===== src/rtl/check_node_unit.sv =====
// Min-sum check-node processor: folds one row of shifted VTC blocks into per-lane
// min1/min2/sign trackers, then emits one CTV word per column block.
module check_node_unit #(
    parameter int unsigned data_w  = 8,
    parameter int unsigned ext_w   = 3,
    parameter int unsigned D       = 5,
    parameter int unsigned deg_max = 8,
    parameter int unsigned idx_w   = 3
) (
    input  logic                          clk,
    input  logic                          rst_n,
    input  logic                          vtc_valid,
    input  logic                          vtc_last,
    input  logic [(data_w+ext_w)*D-1:0]   vtc,
    output logic                          vtc_ready,
    output logic                          ctv_valid,
    output logic                          ctv_last,
    output logic [idx_w-1:0]              ctv_col,
    output logic [data_w*D-1:0]           ctv,
    input  logic                          ctv_ready,
    output logic                          busy
);

    localparam int unsigned temp_w = data_w + ext_w;
    localparam int unsigned mag_w  = temp_w - 1;
    localparam int unsigned out_w  = data_w - 1;
    localparam logic [mag_w-1:0] sat_max  = mag_w'((1 << out_w) - 1);
    localparam logic [idx_w-1:0] last_col = idx_w'(deg_max - 1);

    typedef enum logic [1:0] {StIdle, StAcc, StEmit} state_e;

    state_e            state_q, state_d;
    logic [idx_w-1:0]  cnt_q, cnt_d;
    logic [idx_w-1:0]  deg_last_q, deg_last_d;  // degree - 1
    logic [idx_w-1:0]  k_q, k_d;
    logic [mag_w-1:0]  min1_q [D];
    logic [mag_w-1:0]  min1_d [D];
    logic [mag_w-1:0]  min2_q [D];
    logic [mag_w-1:0]  min2_d [D];
    logic [idx_w-1:0]  idx_q  [D];
    logic [idx_w-1:0]  idx_d  [D];
    logic [D-1:0]      sacc_q, sacc_d;
    logic [D-1:0]      sstore_q [deg_max];

    logic              accept, row_end;
    logic [idx_w-1:0]  col;
    logic [mag_w-1:0]  in_mag  [D];
    logic [D-1:0]      in_sgn;
    logic [mag_w-1:0]  base1   [D];
    logic [mag_w-1:0]  base2   [D];
    logic [idx_w-1:0]  base_idx[D];
    logic [D-1:0]      base_sgn;
    logic [mag_w-1:0]  sel_mag [D];
    logic [out_w-1:0]  out_mag [D];

    assign accept  = vtc_valid && vtc_ready;
    assign col     = (state_q == StIdle) ? '0 : cnt_q;
    assign row_end = vtc_last || (col == last_col);

    // A row starting from IDLE folds against fresh trackers, not the previous row's.
    for (genvar i = 0; i < D; i++) begin : g_lane
        assign in_sgn[i]   = vtc[i*temp_w + temp_w - 1];
        assign in_mag[i]   = vtc[i*temp_w +: mag_w];
        assign base1[i]    = (state_q == StIdle) ? '1 : min1_q[i];
        assign base2[i]    = (state_q == StIdle) ? '1 : min2_q[i];
        assign base_idx[i] = (state_q == StIdle) ? '0 : idx_q[i];
        assign base_sgn[i] = (state_q == StIdle) ? 1'b0 : sacc_q[i];
        assign sel_mag[i]  = (k_q == idx_q[i]) ? min2_q[i] : min1_q[i];
        assign out_mag[i]  = (sel_mag[i] > sat_max) ? sat_max[out_w-1:0]
                                                    : sel_mag[i][out_w-1:0];
    end

    always_ff @(posedge clk or negedge rst_n) begin
        if (!rst_n) begin
            state_q <= StIdle;
        end else begin
            state_q <= state_d;
        end
    end

    always_comb begin
        state_d = state_q;
        unique case (state_q)
            StIdle, StAcc: begin
                if (accept) state_d = row_end ? StEmit : StAcc;
            end
            StEmit: begin
                if (ctv_ready && (k_q == deg_last_q)) state_d = StIdle;
            end
            default: state_d = StIdle;
        endcase
    end

    always_comb begin
        cnt_d      = cnt_q;
        deg_last_d = deg_last_q;
        k_d        = k_q;
        sacc_d     = sacc_q;
        min1_d     = min1_q;
        min2_d     = min2_q;
        idx_d      = idx_q;
        if (accept) begin
            cnt_d = col + idx_w'(1);
            if (row_end) deg_last_d = col;
            sacc_d = base_sgn ^ in_sgn;
            for (int i = 0; i < D; i++) begin
                // Strict compares: ties never displace min1, earliest column wins.
                if (in_mag[i] < base1[i]) begin
                    min1_d[i] = in_mag[i];
                    min2_d[i] = base1[i];
                    idx_d[i]  = col;
                end else if (in_mag[i] < base2[i]) begin
                    min1_d[i] = base1[i];
                    min2_d[i] = in_mag[i];
                    idx_d[i]  = base_idx[i];
                end else begin
                    min1_d[i] = base1[i];
                    min2_d[i] = base2[i];
                    idx_d[i]  = base_idx[i];
                end
            end
        end
        if ((state_q == StEmit) && ctv_ready) begin
            k_d = (k_q == deg_last_q) ? '0 : k_q + idx_w'(1);
        end
    end

    always_ff @(posedge clk or negedge rst_n) begin
        if (!rst_n) begin
            cnt_q      <= '0;
            deg_last_q <= '0;
            k_q        <= '0;
            sacc_q     <= '0;
            for (int i = 0; i < D; i++) begin
                min1_q[i] <= '1;
                min2_q[i] <= '1;
                idx_q[i]  <= '0;
            end
            for (int c = 0; c < deg_max; c++) sstore_q[c] <= '0;
        end else begin
            cnt_q      <= cnt_d;
            deg_last_q <= deg_last_d;
            k_q        <= k_d;
            sacc_q     <= sacc_d;
            min1_q     <= min1_d;
            min2_q     <= min2_d;
            idx_q      <= idx_d;
            if (accept) sstore_q[col] <= in_sgn;
        end
    end

    always_comb begin
        vtc_ready = (state_q != StEmit);
        busy      = (state_q != StIdle);
        ctv_valid = (state_q == StEmit);
        ctv_last  = ctv_valid && (k_q == deg_last_q);
        ctv_col   = k_q;
        ctv       = '0;
        if (ctv_valid) begin
            for (int i = 0; i < D; i++) begin
                ctv[i*data_w +: data_w] = {sacc_q[i] ^ sstore_q[k_q][i], out_mag[i]};
            end
        end
    end

endmodule


===== config.mk =====
export PLATFORM = sky130hd
export DESIGN_NAME = check_node_unit
export DESIGN_NICKNAME = d
export VERILOG_FILES = /design/src/rtl/check_node_unit.sv
export SDC_FILE = /design/constraint.sdc
export NUM_CORES = 1
export LEC_CHECK = 0
export ABC_AREA = 1
export CAP_MARGIN = 25
export CELL_PAD_IN_SITES_DETAIL_PLACEMENT = 0
export CELL_PAD_IN_SITES_GLOBAL_PLACEMENT = 1
export CORE_UTILIZATION = 46
export DETAILED_ROUTE_END_ITERATION = 10
export PLACE_DENSITY_LB_ADDON = 0.12
export SLEW_MARGIN = 10
export SYNTH_ARGS = -nofsm -noshare
export SYNTH_HDL_FRONTEND = slang
export SYNTH_SLANG_ARGS = --single-unit

===== constraint.sdc =====
create_clock -name clk -period 5.81 [get_ports clk]
set_clock_uncertainty 0.1 [all_clocks]
set_input_delay 1.162 -clock clk [delete_from_list [all_inputs] [get_ports clk]]
set_output_delay 1.162 -clock clk [all_outputs]
set_load 0.01 [all_outputs]

Yosys cells after proc, flatten, opt, wreduce, memory -nomap -nowiden
Index checks and enable logic that the tools add are counted.
{"block": "totals", "ramBits": 0, "n_memories": 0, "latch_bits": 0, "wordCells": 148, "register_bits": 171, "mem_bits_ro": 0}
{"block": "classes", "magnitude_cmp": 18, "n_mul": 0, "n_addsub": 2, "bitwise_logic": 8, "div_mod_pow": 0, "n_reduce_logical": 21, "eq_ne": 12, "n_shift": 0, "muxes": 59}
{"op": "10-bit 2-to-1 mux", "count": 30}
{"op": "10-bit less-than comparator", "count": 10}
{"op": "10-bit by 7-bit greater-than comparator with 1-bit output, second input constant", "count": 5}
{"op": "40-bit bitwise mux", "count": 1}
{"op": "40-bit 2-to-1 mux", "count": 1}
{"op": "7-bit 2-to-1 mux", "count": 5}
{"op": "3-bit 2-to-1 mux", "count": 8}
{"op": "3-bit equality test", "count": 6}
{"op": "5-bit binary-select mux with 3-bit select", "count": 1}
{"op": "5-bit demux with 3-bit select", "count": 1}
{"op": "5-bit 2-to-1 mux", "count": 3}
{"op": "2-bit AND reduction", "count": 7}
{"op": "2-bit nonzero test", "count": 6}
{"op": "4-bit >= comparator, second input constant", "count": 2}
{"op": "3-bit NOT with 4-bit output", "count": 2}
{"op": "3-bit by 1-bit adder with 3-bit output, second input constant", "count": 2}
{"op": "2-bit 2-to-1 mux", "count": 3}
{"op": "1-bit logical AND", "count": 5}
{"op": "1-bit 2-to-1 mux", "count": 5}
{"op": "1-bit XOR", "count": 5}
{"op": "5-bit XOR", "count": 1}
{"op": "4-bit by 1-bit less-than comparator with 1-bit output, second input constant", "count": 1}
{"op": "2-bit inequality test, second input constant", "count": 2}
{"op": "2-bit case mux with 2 select lines", "count": 1}
{"op": "7 further kinds", "count": 7}

Longest topological paths before layout
Gate-level depths: netlist (run 1).
{"block": "logic_depth", "depth_word": 8, "mapped_depth": 19, "ltp_nobuf": 15}

Worst setup path after synthesis (run 1)
Ideal clock, no wire load.
{"block": "synth_path", "path_kind": "register to output", "startpoint": "reg k_q[0], in the netlist ctv_col[0]", "endpoint": "out ctv[15]", "setup_slack_ns": 3.050, "n_path_buf": 2, "arrival_time_ns": 1.498, "required_ns": 4.548, "path_stages_with_launch": 10, "cell_sequence": "dfrtp_1 > buf_2 > inv_1 > clkbuf_1 > nor2_1 > o21ai_0 > nand2_1 > nand2_1 > nor2_1 > nor2_1"}
{"block": "synth_between", "elab_chain_len": 6}
{"element": "start, declared", "line_no": "35", "source": "logic [idx_w-1:0] k_q, k_d;"}
{"element": "start signal, assigned", "line_no": "143", "source": "k_q <= k_d;"}
{"element": "3-bit NOT with 4-bit output (not written as such)", "line_no": "161", "source": "ctv[i*data_w +: data_w] = {sacc_q[i] ^ sstore_q[k_q][i], out_mag[i]};"}
{"element": "5-bit binary-select mux with 3-bit select", "line_no": "161"}
{"element": "5-bit 2-to-1 mux (2 in a row)"}
{"element": "1-bit XOR", "line_no": "161"}
{"element": "40-bit 2-to-1 mux", "line_no": "159", "source": "if (ctv_valid) begin"}
{"element": "end, declared", "line_no": "19", "source": "output logic [data_w*D-1:0] ctv,"}
No other way between the ends. The select of a mux whose other input is x is not followed.

Worst setup path in the final report (run 1)
{"block": "layout_path", "startpoint": "reg k_q[2], in the netlist ctv_col[2]", "endpoint": "out ctv[20]"}
{"block": "layout_between", "elab_chain_len": 5}
{"element": "3-bit equality test (*)", "line_no": "68", "source": "assign sel_mag[i] = (k_q == idx_q[i]) ? min2_q[i] : min1_q[i];"}
{"element": "10-bit 2-to-1 mux (*)", "line_no": "68"}
{"element": "10-bit by 7-bit greater-than comparator with 1-bit output", "line_no": "69", "source": "assign out_mag[i] = (sel_mag[i] > sat_max) ? sat_max[out_w-1:0]"}
{"element": "7-bit 2-to-1 mux (*)", "line_no": "69"}
{"element": "40-bit 2-to-1 mux (*)", "line_no": "159"}
Every way passes the cells marked *; elsewhere a longest branch is shown, timed or not.

==> results of run 1 <==
-- how the worst max path moves through the flow --
stage                                       from                     end  slack (ps)  cells past startpoint
after CTS                 ctv_col[2]$_DFFE_PN0P_                 ctv[12]        1270                      5
final                     ctv_col[2]$_DFFE_PN0P_                 ctv[20]        1320                      5
after global routing      ctv_col[2]$_DFFE_PN0P_                 ctv[13]        1080                      5
after detailed placement  ctv_col[2]$_DFFE_PN0P_                 ctv[12]        1750                      5
after global placement    state_q[0]$_DFFE_PN0P_  min2_q[27]$_DFFE_PN1P_        1760                     13
after floorplan           ctv_col[0]$_DFFE_PN0P_                 ctv[15]        3050                      9
-- cell usage in the layout (no fill, tap or decap), types with 10 or more instances in the layout --
cell	count
nand3_2	20
buf_4	22
xnor2_1	23
nor3_1	10
ha_1	93
a21oi_1	64
nor2_2	16
dfrtp_1	71
nand2_1	683
inv_1	210
clkdlybuf4s50_1	105
o21ai_0	168
nand2_2	12
nor2_4	33
dfstp_2	100
nand3_1	175
clkbuf_16	17
nor2_1	161
o21ai_1	15
-- registers in the layout, indices dropped and copies added (netlist names) --
register / flops
cnt_q: 3
ctv_col: 3
deg_last_q: 3
idx_q: 15
min1_q: 50
min2_q: 50
sacc_q: 5
sstore_q: 40
state_q: 2
-- worst max-delay path: cells and delay by family (launching register included) --
family | cells | cell delay (ps)
DFF | 1 | 770
xor gates and xnor gates | 1 | 180
AOI/OAI and AO/OA | 2 | 830
buffers and inverters | 1 | 520
and+or+nand+nor | 1 | 480
-- routing by layer --
layer	routed length (um)	share of wire (%)
met4	471	1.3
met1	17240	49
met2	16360	46
met5	0	0
met3	1258	3.6
-- stage by stage --
stage	total power, uW	util (%)	instances	hold slack, ps
final	9696	53.62	2410	375.3
after global routing	10720	53.62	2410	390.0
after CTS	9752	53.62	2410	375.1
after detailed placement	8543	51.56	2378	365.5
after global placement	8469	51.56	2378	360.8
after floorplan	6981	-	1960	347.8
-- Yosys cell counts, types with 16 or more instances --
cell	instances
ha_1	93
clkbuf_1	26
dfrtp_1	71
nor2_2	16
dfstp_2	100
nand3_2	20
nand3_1	175
nand2_1	683
nor2_4	33
a21oi_1	64
buf_2	43
inv_1	210
nor2_1	161
xnor2_1	23
o21ai_0	168
-- where the power goes --
part / total, uW / internal, uW / switching [uW]
combinational: 6020 / 2170 / 3850
clock: 1160 / 606 / 552
sequential: 2520 / 2040 / 485
-- cell families (layout without fill, tap and decap cells) --
family,count (synthesis),after routing,synth area share (%)
XOR/XNOR,24,24,1.584
adder cells (fa/ha/maj),93,93,8.769
AO/OA/AOI/OAI,249,249,9.439
AND/OR/NAND/NOR,1119,1119,37.06
buffers and inverters,304,376,9.958
flip-flops,171,171,33.19
-- cell type report --
class	count	area [um2]
clock buffers	17	425.4
clock inverters	15	153.9
fillers	2900	13030
inverters	215	813.3
multi-input cells	1485	7543
flip-flops and latches	171	4404
well taps	378	473.0
repair buffers	129	1247
==> flow_metrics.env, run 1 <==
export IMPL_outcome="finished clean"
export IMPL_die_h_um=171.8
export IMPL_cts_root_buf="clkbuf_16"
export IMPL_synth_nets=2113
export IMPL_critPathKind="register to output pin"
export IMPL_synthArstFlopShare_pct=100.0
export IMPL_fin_area_um2=15060
export IMPL_reg2regPathDepth=13
export IMPL_gp_congestion=0.8346
export IMPL_worstHoldEndpoint="min2_q[7]$_DFFE_PN1P_"
export IMPL_period_share_pct=77.25
export IMPL_diodes=0
export IMPL_post_synth_top_area_cell="dfstp_2"
export IMPL_synth_top_area_share_pct=19.80
export IMPL_syn_avg_cell_area_um2=6.770
export IMPL_max_cap_violations=0
export IMPL_grtUsageMet2_pct=41.81
export IMPL_ctsHtreeMaxLevel=4
export IMPL_cts_hold_buf=0
export IMPL_min_period_ps=4489
export IMPL_min_from="min2_q[7]$_DFFE_PN1P_"
export IMPL_post_drt_wl_per_cell_um=14.66
export IMPL_post_cts_setup_buffer_count=0
export IMPL_cp_required_ps=4550
export IMPL_hold_depth=2
export IMPL_dpl_instance_area_um2=14480
export IMPL_clk_pin_slew_ps=70
export IMPL_met1_usage_pct=33.98
export IMPL_relSlewSlack_pct=28.55
export IMPL_fp_dieW_um=171.8
export IMPL_die_area_um2=29530
export IMPL_core_region_area_um2=28090
export IMPL_timing_rr_start="state_q[1]$_DFFE_PN0P_"
export IMPL_start_util_pct=47.24
export IMPL_yosys_warnings=0
export IMPL_antenna_left=0
export IMPL_fmax_ghz=0.2228
export IMPL_worst_path_largest_cell_delay_ps=770
export IMPL_hp_class="register to register"
export IMPL_cp_slowest_cell="dfrtp_1"
export IMPL_cts_made_buffers=17
export IMPL_vias=12300
export IMPL_startpoint_type="register"
export IMPL_crit_fanout=16
export IMPL_setup_slack_ps=1321
export IMPL_overflow=0
export IMPL_grt_pass1_vias=11470
export IMPL_grt_max_degree=172
export IMPL_ctsResizeCount=0
export IMPL_netlist_area_um2=13270
export IMPL_port_buffers=106
export IMPL_rrSetupSlack_ps=1790
export IMPL_dp_slack_ps=1751
export IMPL_synth_ff_type="dfstp_2"
export IMPL_drc=0
export IMPL_finalMaxSlewViolations=0
export IMPL_ys_seq_elements=171
export IMPL_top_usage_layer="met2"
export IMPL_worst_pin_slew_ps=1072
export IMPL_ys_top_cells_by_area="dfstp_2 (20%), nand2_1 (19%), dfrtp_1 (13%)"
export IMPL_io_pins=107
export IMPL_drtIter0Drc=769
export IMPL_timing_rr_end="min1_q[20]$_DFFE_PN1P_"
export IMPL_rows=61
export IMPL_firstDrtPassIters=5
export IMPL_syn_inst=1960
export IMPL_antenna_found_initial=0
export IMPL_synthToLayoutAreaGrowth_pct=13.50
export IMPL_met3_usage_pct=3.083
export IMPL_synth_cell_type_count=29
export IMPL_tns_ps=0
export IMPL_synth_edf_count=0
export IMPL_cp_arrival_ps=3230
export IMPL_ys_seq_area_share_pct=33.19
export IMPL_place_hpwl_um=23160
export IMPL_setup_viol=0
export IMPL_grt_first_pass_wirelength_um=58280
export IMPL_routed_wirelength_um=35330
export IMPL_grt_total_usage_pct=24.95
export IMPL_hold_violations=0
export IMPL_cts_tree="built"
export IMPL_finalNetCount=2172
export IMPL_clock_sinks=171
export IMPL_ir_drop_uv=362.3
export IMPL_clock_latency_ps=450
export IMPL_viasPerCell=5.103
export IMPL_power_leakage_uw=0.007621
export IMPL_drive_above_1_share_pct=12.16
export IMPL_rsz0062_at_grt="false"
export IMPL_p_per_area_nw_per_um2=643.8
export IMPL_cts_path_max_buffers=2
export IMPL_cp_cell_sequence="xnor2_1, nand3_1, o21ai_1, a21oi_1, clkdlybuf4s50_1"
export IMPL_cp_end_kind="output pin"
Power figures use the tool's default switching activity.
==> inputs of run 2 (changes only) <==
Settings changed: CORE_UTILIZATION 46 to 43.
Clock period 5.81 ns to 4.3 ns, I/O delays scaled along.
==> flow_metrics.env, run 2 (same netlist as run 1, synthesis figures left out) <==
export IMPL_outcome="finished clean"
export IMPL_worst_pin_slew_ps=941.7
export IMPL_drive_above_1_share_pct=12.85
export IMPL_combPwrFrac_pct=62.4
export IMPL_multiInputGateArea_um2=7547
export IMPL_gp_congestion=0.8244
export IMPL_critPathKind="register to output pin"
export IMPL_power_uw=13320
export IMPL_cts_made_buffers=17
export IMPL_ir_drop_uv=366.2
export IMPL_fmax_ghz=0.2492
export IMPL_hold_ws_ps=375.1
export IMPL_reg2regPathDepth=14
export IMPL_mostFrequentLayoutCells="nand2_1 (683), inv_1 (210), nand3_1 (175)"
export IMPL_drtIter0Drc=856
export IMPL_tns_ps=0
export IMPL_overflow=0
export IMPL_dp_slack_ps=560.7
export IMPL_cts_root_buf="clkbuf_16"
export IMPL_drc=0
export IMPL_port_buffers=106
export IMPL_ctsHtreeMaxLevel=4
export IMPL_relSlewSlack_pct=37.13
export IMPL_p_clk_share_pct=12.0
export IMPL_core_region_area_um2=30030
export IMPL_cp_arrival_ps=3050
export IMPL_fin_area_um2=15250
export IMPL_grt_first_pass_wirelength_um=60590
export IMPL_internal_power_uw=6599
export IMPL_synthToLayoutAreaGrowth_pct=14.94
export IMPL_clock_sinks=171
export IMPL_timing_rr_end="min2_q[48]$_DFFE_PN1P_"
export IMPL_p_per_area_nw_per_um2=873.1
export IMPL_finalMaxSlewViolations=0
export IMPL_post_cts_setup_buffer_count=0
export IMPL_cp_end_kind="output pin"
export IMPL_max_cap_violations=0
export IMPL_routed_wirelength_um=36440
export IMPL_grt_total_usage_pct=24.15
export IMPL_ctsResizeCount=0
export IMPL_place_hpwl_um=24540
export IMPL_cp_required_ps=3340
export IMPL_cp_slowest_cell="dfrtp_1"
export IMPL_fp_dieW_um=177.7
export IMPL_worst_path_largest_cell_delay_ps=650
export IMPL_die_h_um=177.7
export IMPL_n_fill_cell=3040
export IMPL_power_switching_uw=6716
export IMPL_timing_rr_start="state_q[1]$_DFFE_PN0P_"
export IMPL_diodes=0
export IMPL_cts_hold_buf=0
export IMPL_top_regs="min1_q: 50 flops, min2_q: 50 flops, sstore_q: 40 flops"
export IMPL_hold_violations=0
export IMPL_firstDrtPassIters=5
export IMPL_clock_latency_ps=450
export IMPL_power_leakage_uw=0.007722
export IMPL_antenna_found_initial=0
export IMPL_cts_tree="built"
export IMPL_hp_class="register to register"
export IMPL_final_common_cell="nand2_1"
export IMPL_post_drt_wl_per_cell_um=14.95
export IMPL_grt_pass1_vias=11910
export IMPL_cp_cell_sequence="xnor2_1, nand3_1, o21ai_2, a21oi_1, clkdlybuf4s50_1"
export IMPL_setup_slack_ps=287.5
export IMPL_worstHoldEndpoint="min2_q[42]$_DFFE_PN1P_"
export IMPL_crit_fanout=16
export IMPL_clk_pin_slew_ps=80
export IMPL_startpoint_type="register"
export IMPL_antenna_left=0
export IMPL_min_period_ps=4012
export IMPL_viasPerCell=5.061
export IMPL_finalNetCount=2187
export IMPL_rrSetupSlack_ps=590
export IMPL_hold_depth=2
export IMPL_min_from="min2_q[42]$_DFFE_PN1P_"
export IMPL_grt_max_degree=88
export IMPL_rsz0062_at_grt="false"
export IMPL_rows=63
export IMPL_die_area_um2=31560
export IMPL_regArea_um2=4404
export IMPL_swShare_pct=50.44
export IMPL_setup_viol=0
export IMPL_period_share_pct=93.31
export IMPL_start_util_pct=44.18
export IMPL_cts_path_max_buffers=2
export IMPL_p_seq_share_pct=25.6
export IMPL_io_pins=107
export IMPL_vias=12330
export IMPL_dpl_instance_area_um2=14630
-- run 2: changes by cell type in the layout (fill, tap and decap cells not counted), sizes merged --
cell,before,now
buf,24,39
bufinv,1,0
clkinv,6,7
clkinvlp,2,0
inv,221,223
-- run 2: per-layer routing --
metal / global-route usage (%) / vias to the layer above / wire length [um]
li1: - / 6344 / -
met1: 33.34 / 5736 / 18170
met2: 40.02 / 227 / 16510
met3: 3.320 / 27 / 1328
met4: 5.093 / 0 / 426
met5: 0 / - / 0
-- run 2: metrics by stage --
step                utilization, %  cells
CTS                          50.68   2436
floorplan                        -   1960
global placement             48.70   2404
global route                 50.78   2437
detailed placement           48.70   2404
finish                       50.78   2437
-- run 2: how the worst max path moves through the flow --
stage	from	slack [ps]	cells past startpoint	endpoint
2_1_floorplan	state_q[0]$_DFFE_PN0P_	1700	19	min2_q[6]$_DFFE_PN1P_
3_3_place_gp	ctv_col[0]$_DFFE_PN0P_	610	5	ctv[30]
3_5_place_dp	ctv_col[0]$_DFFE_PN0P_	560	5	ctv[30]
4_1_cts	ctv_col[0]$_DFFE_PN0P_	60	5	ctv[30]
5_1_grt	ctv_col[0]$_DFFE_PN0P_	60	5	ctv[21]
6_report	ctv_col[0]$_DFFE_PN0P_	290	5	ctv[25]
-- run 2: critical path, delay by kind of cell (launching register included) --
kind	cells	cell delay [ps]
buf+inv	1	520
xor+xnor	1	170
flops	1	650
compound gates	2	690
simple gates	1	560
-- run 2: area by class of cell --
type,count,area share [%]
inverter,215,5.333
sequential,171,28.88
clock buffer,17,2.789
clock inverter,15,1.099
multi-input combinational,1485,49.49
tap,390,3.200
timing repair buffer,144,9.213
-- run 2: power by group through the flow --
stage,Sequential [uW],Clock (uW),Combinational (uW)
after floorplan,3240,0,6200
after global routing,3520,1720,9540
after detailed placement,3410,0,8300
after global placement,3410,0,8230
final,3400,1600,8310
after CTS,3400,1650,8360
